## src/rtl/calc_pkg.sv

```systemverilog
// Shared definitions for the hex calculator ALU operators.
package calc_pkg;

  localparam int unsigned WIDTH_DEFAULT = 16;

  typedef enum logic [1:0] {
    IDLE = 2'd0,
    CALC = 2'd1,
    DONE = 2'd2
  } alu_state_t;

  // Quotient reported when the divisor is zero.
  localparam logic [WIDTH_DEFAULT-1:0] DIV_ZERO_QUOTIENT = '1;

endpackage

```

## src/rtl/unsigned_div_step.sv

```systemverilog
// One combinational restoring-division step: shift in the next dividend bit and
// subtract the divisor if it fits.
module unsigned_div_step #(
  parameter int unsigned WIDTH = 16
) (
  input  logic [WIDTH-1:0] work_r,
  input  logic [WIDTH-1:0] work_q,
  input  logic [WIDTH-1:0] d,
  output logic [WIDTH-1:0] next_r_c,
  output logic [WIDTH-1:0] next_q_c
);

  logic [WIDTH:0] trial;

  always_comb begin
    trial = {work_r, work_q[WIDTH-1]} - {1'b0, d};
    if (!trial[WIDTH]) begin
      next_r_c = trial[WIDTH-1:0];
      next_q_c = {work_q[WIDTH-2:0], 1'b1};
    end else begin
      next_r_c = {work_r[WIDTH-2:0], work_q[WIDTH-1]};
      next_q_c = {work_q[WIDTH-2:0], 1'b0};
    end
  end

endmodule

```

## src/rtl/unsigned_div.sv

```systemverilog
// Sequential unsigned restoring divider, one quotient bit per clock, with the
// parser_done / alu_done handshake shared by the other ALU operators.
module unsigned_div
  import calc_pkg::*;
#(
  parameter int unsigned WIDTH = WIDTH_DEFAULT
) (
  input  logic             clk,
  input  logic             n_rst,
  input  logic [WIDTH-1:0] N,
  input  logic [WIDTH-1:0] D,
  input  logic             parser_done,
  output logic [WIDTH-1:0] quotient,
  output logic [WIDTH-1:0] remainder,
  output logic             div_zero,
  output logic             busy,
  output logic             alu_done
);

  localparam int unsigned CNT_W = $clog2(WIDTH);
  localparam logic [1:0] ST_IDLE = 2'(IDLE);
  localparam logic [1:0] ST_CALC = 2'(CALC);
  localparam logic [1:0] ST_DONE = 2'(DONE);
  localparam logic [CNT_W-1:0] CNT_LAST = CNT_W'(WIDTH - 1);

  logic [1:0]       state;
  logic [1:0]       state_next;
  logic             parser_done_d;
  logic             armed;
  logic             start;
  logic             last_iter;
  logic [WIDTH-1:0] d_reg;
  logic [WIDTH-1:0] work_q;
  logic [WIDTH-1:0] work_r;
  logic [WIDTH-1:0] next_q;
  logic [WIDTH-1:0] next_r;
  logic [CNT_W-1:0] cnt;

  // armed stays low after reset until parser_done is seen low, so a level held
  // across reset is not mistaken for a fresh request.
  assign start     = parser_done & ~parser_done_d & armed;
  assign last_iter = (state == ST_CALC) && (cnt == CNT_LAST);

  unsigned_div_step #(
    .WIDTH(WIDTH)
  ) u_step (
    .work_r   (work_r),
    .work_q   (work_q),
    .d        (d_reg),
    .next_r_c (next_r),
    .next_q_c (next_q)
  );

  always_ff @(posedge clk or negedge n_rst) begin
    if (!n_rst) state <= ST_IDLE;
    else        state <= state_next;
  end

  always_comb begin
    state_next = state;
    if (start) begin
      state_next = (D == '0) ? ST_DONE : ST_CALC;
    end else if (last_iter) begin
      state_next = ST_DONE;
    end
  end

  // Datapath and registered outputs; results publish only on entry to DONE.
  always_ff @(posedge clk or negedge n_rst) begin
    if (!n_rst) begin
      parser_done_d <= 1'b0;
      armed         <= 1'b0;
      d_reg         <= '0;
      work_q        <= '0;
      work_r        <= '0;
      cnt           <= '0;
      quotient      <= '0;
      remainder     <= '0;
      div_zero      <= 1'b0;
      busy          <= 1'b0;
      alu_done      <= 1'b0;
    end else begin
      parser_done_d <= parser_done;
      armed         <= armed | ~parser_done;
      busy          <= (state_next == ST_CALC);
      alu_done      <= (state_next == ST_DONE);
      if (start) begin
        d_reg  <= D;
        work_q <= N;
        work_r <= '0;
        cnt    <= '0;
        if (D == '0) begin
          quotient  <= '1;
          remainder <= N;
          div_zero  <= 1'b1;
        end
      end else if (state == ST_CALC) begin
        work_q <= next_q;
        work_r <= next_r;
        cnt    <= cnt + CNT_W'(1);
        if (last_iter) begin
          quotient  <= next_q;
          remainder <= next_r;
          div_zero  <= 1'b0;
        end
      end
    end
  end

endmodule

```

## config.mk

```make
export PLATFORM = sky130hd
export DESIGN_NAME = unsigned_div
export DESIGN_NICKNAME = d
export VERILOG_FILES = /design/src/rtl/calc_pkg.sv /design/src/rtl/unsigned_div_step.sv /design/src/rtl/unsigned_div.sv
export SDC_FILE = /design/constraint.sdc
export NUM_CORES = 1
export LEC_CHECK = 0
export BUFFER_PORTS_ARGS = -buffer_cell sky130_fd_sc_hd__buf_2
export CELL_PAD_IN_SITES_DETAIL_PLACEMENT = 1
export CELL_PAD_IN_SITES_GLOBAL_PLACEMENT = 1
export CORE_UTILIZATION = 49
export CTS_BUF_LIST = sky130_fd_sc_hd__clkbuf_8
export CTS_CLUSTER_SIZE = 8
export DETAILED_ROUTE_END_ITERATION = 7
export PLACE_DENSITY = 0.9
export SYNTH_ARGS = -nofsm -noshare
export SYNTH_HDL_FRONTEND = slang
export SYNTH_HIERARCHICAL = 1
export SYNTH_SLANG_ARGS = --single-unit
```

## constraint.sdc

```tcl
create_clock -name clk -period 5.75 [get_ports clk]
set_clock_uncertainty 0.2 [all_clocks]
set_input_delay 0.2875 -clock clk [delete_from_list [all_inputs] [get_ports clk]]
set_output_delay 0.2875 -clock clk [all_outputs]
set_load 0.02 [all_outputs]
```

==> impl_metrics.json <==
{
  "status": "finished, final reports clean",
  "synth_area_um2": 4860,
  "cts.sinks": 91,
  "die_h_um": 102,
  "syn_inst": 533,
  "period_share_pct": 65.7,
  "end_kind": "flop",
  "multi_input_area_um2": 2260,
  "critical_path_class": "flop to flop",
  "portBuffers": 69,
  "synth_seq_cells": 91,
  "hold_path.class": "primary input to flop",
  "synth_top_area_cell": "dfrtp_1",
  "setup_violations": 0,
  "drt-total-wl_mm": 14.7,
  "mostFrequentLayoutCell": "nand2_1",
  "place_hpwl_mm": 9.39,
  "slowest_stage": "o41a_1",
  "drive_gt1_share_pct": 20.5,
  "grt_usage_pct": 30.7,
  "syn_area_per_cell_um2": 9.12,
  "dr.pass1.iters": 5,
  "cp_max_fo": 18,
  "clock-root-buffer": "clkbuf_8",
  "core_um2": 9420,
  "final-seq-area_um2": 2280,
  "drv_cap": 0,
  "yosys-top-cells-area": "dfrtp_1 (47%), nand2_1 (10%), a21oi_1 (4.4%)",
  "power.density_nw_per_um2": 431,
  "synth_nets": 586,
  "grt_pass1_vias": 4643,
  "finalHoldViolCount": 0,
  "crit_required_ps": 5800,
  "grt_pass1_wl_mm": 23.6,
  "drv_slew": 0,
  "crit_arrival_ps": 3830,
  "rows": 35,
  "max_clock_freq_mhz": 265,
  "cellLeakagePower_nw": 2.79,
  "postCtsSetupBuffers": 0,
  "path_cells": "inv_1, ha_1, fa_1, nor2b_1, o31a_1, o41a_1, and4_4, a311oi_2, xnor2_2, buf_4, mux2_2, o221a_2",
  "path_buf_inv": 2,
  "syn_to_final_growth_pct": 14.1,
  "nets": 649,
  "cts_buffers": 9,
  "cp_top_family": "compound AO/OA/AOI/OAI gates",
  "ys_types": 49,
  "die_area_um2": 10300,
  "fill_cells": 1123,
  "vias": 4248,
  "num_antenna_cells": 0,
  "cts_max_path_buffers": 2,
  "ioPinCount": 70,
  "rsz0062_at_grt": "no",
  "grt_max_degree": 62,
  "critPathLaunchType": "flop",
  "setup_tns_ps": 0,
  "yosysTopAreaCellShare_pct": 46.9,
  "initial_utilization_pct": 51.6,
  "ir_worst_vdd_mv": 0.205,
  "fp.dieW_um": 102,
  "cts_tree": "yes",
  "antenna_left": 0,
  "cts.clk_slew.worst_paths_ps": 100,
  "max_slew_margin_pct": 17.9,
  "antenna_found_initial": 0,
  "critPathMaxStageDelay_ps": 470,
  "grt_overflow_total": 0,
  "dr.first_iter.drc_count": 166,
  "wire_per_inst_um": 20.2,
  "clock_latency_ps": 370,
  "power_mw": 2.39,
  "post_cts_resized": 0,
  "period_needed_ps": 3780,
  "ys_seq_area_share_pct": 46.9,
  "tightest_slew_ps": 1230,
  "routabilityCongestion": 0.811,
  "htree_levels": 3,
  "layout_common_cells": "nand2_1 (134), dfrtp_1 (91), buf_2 (68)",
  "avgViaCountPerCell": 5.82,
  "synth.yosys.warnings": 6,
  "drcViolationCount": 0
}
==> timing repair <==
item                                   in CTS  in global routing
hold buffers                               18                  0
endpoints found under the hold margin      48                  0
setup endpoints to repair                   0                  0
==> power breakdown <==
part / switching (mW) / internal [mW] / leakage [nW]
Sequential: 0.101 / 0.749 / 1.18
Combinational: 0.607 / 0.484 / 1.51
Clock: 0.246 / 0.203 / 0.0976
==> layout make-up <==
| cell class | instances | area share [%] |
|---|---|---|
| multi-input cells | 381 | 40.7 |
| clock inverters | 7 | 1.35 |
| inverters | 20 | 1.35 |
| well taps | 129 | 2.91 |
| clock buffers | 9 | 2.23 |
| flip-flops and latches | 91 | 41.1 |
| repair buffers | 93 | 10.3 |
==> cell usage after synthesis (all sizes together) <==
master	number
nand2	135
dfrtp	91
nor2	57
a21oi	43
buf	34
inv	20
a31oi	17
ha	17
o221a	16
mux2	14
nand2b	9
xnor2	9
o21ai	8
clkbuf	7
xor2	7
a21o	6
nand3	5
nor4	4
a211oi	3
and4	3
and2	2
mux2i	2
nand4	2
nor2b	2
o211a	2
o21a	2
o21bai	2
o22a	2
a21bo	1
a21boi	1
a311oi	1
and2b	1
and3	1
fa	1
nand3b	1
o2111ai	1
o211ai	1
o31a	1
o31ai	1
o41a	1
==> per-stage QoR <==
step / cell area, um2 / setup WS, ps / hold WS, ps / std cells / utilization, %
floorplan: 4860 / 2380 / -208 / 533 / -
global placement: 5160 / 2210 / 46.8 / 696 / 54.8
detailed placement: 5160 / 2090 / 52.8 / 696 / 54.8
CTS: 5540 / 2040 / 5.94 / 730 / 58.9
global route: 5540 / 1830 / 5.94 / 730 / 58.9
finish: 5540 / 1970 / 13.1 / 730 / 58.9
==> layer usage <==
layer	GRT usage, %	part of all wire, %	vias to the layer above
met5	0	0	-
met2	55.1	53	141
li1	-	-	1917
met1	34.8	39	2138
met4	15.8	4.0	0
met3	5.59	3.9	52
==> kinds of logic after synthesis <==
group / count (synthesis) / synth area share (%)
simple gates: 222 / 18.9
mux: 16 / 4.20
fa+ha+maj: 18 / 4.79
flops: 91 / 46.9
buf+inv: 61 / 6.75
xor+xnor: 16 / 3.04
compound gates: 109 / 15.5
==> worst paths after layout <==
path | cells after the start | end | slack (ps) | from
worst min-delay path | 3 | work_q[8] | 10 | N[8]
worst min register to register | 2 | d_reg[4] | 290 | d_reg[4]
min in group asynchronous | 2 | d_reg[13] | 180 | n_rst
max in group asynchronous | 3 | remainder[5] | 4050 | n_rst
worst max register to register | 12 | remainder[5] | 1970 | work_q[15]
worst max-delay path | 12 | remainder[5] | 1970 | work_q[15]
==> worst register-to-register path: cells and delay by family (launching register included) <==
kind,cells,cell delay (ps)
adders and majority gates,2,450
xor gates and xnor gates,1,140
DFF,1,390
AOI/OAI and AO/OA,4,1380
muxes,1,410
and+or+nand+nor,2,310
buffers and inverters,2,380
Note: power is estimated with default switching activity, not from simulation.
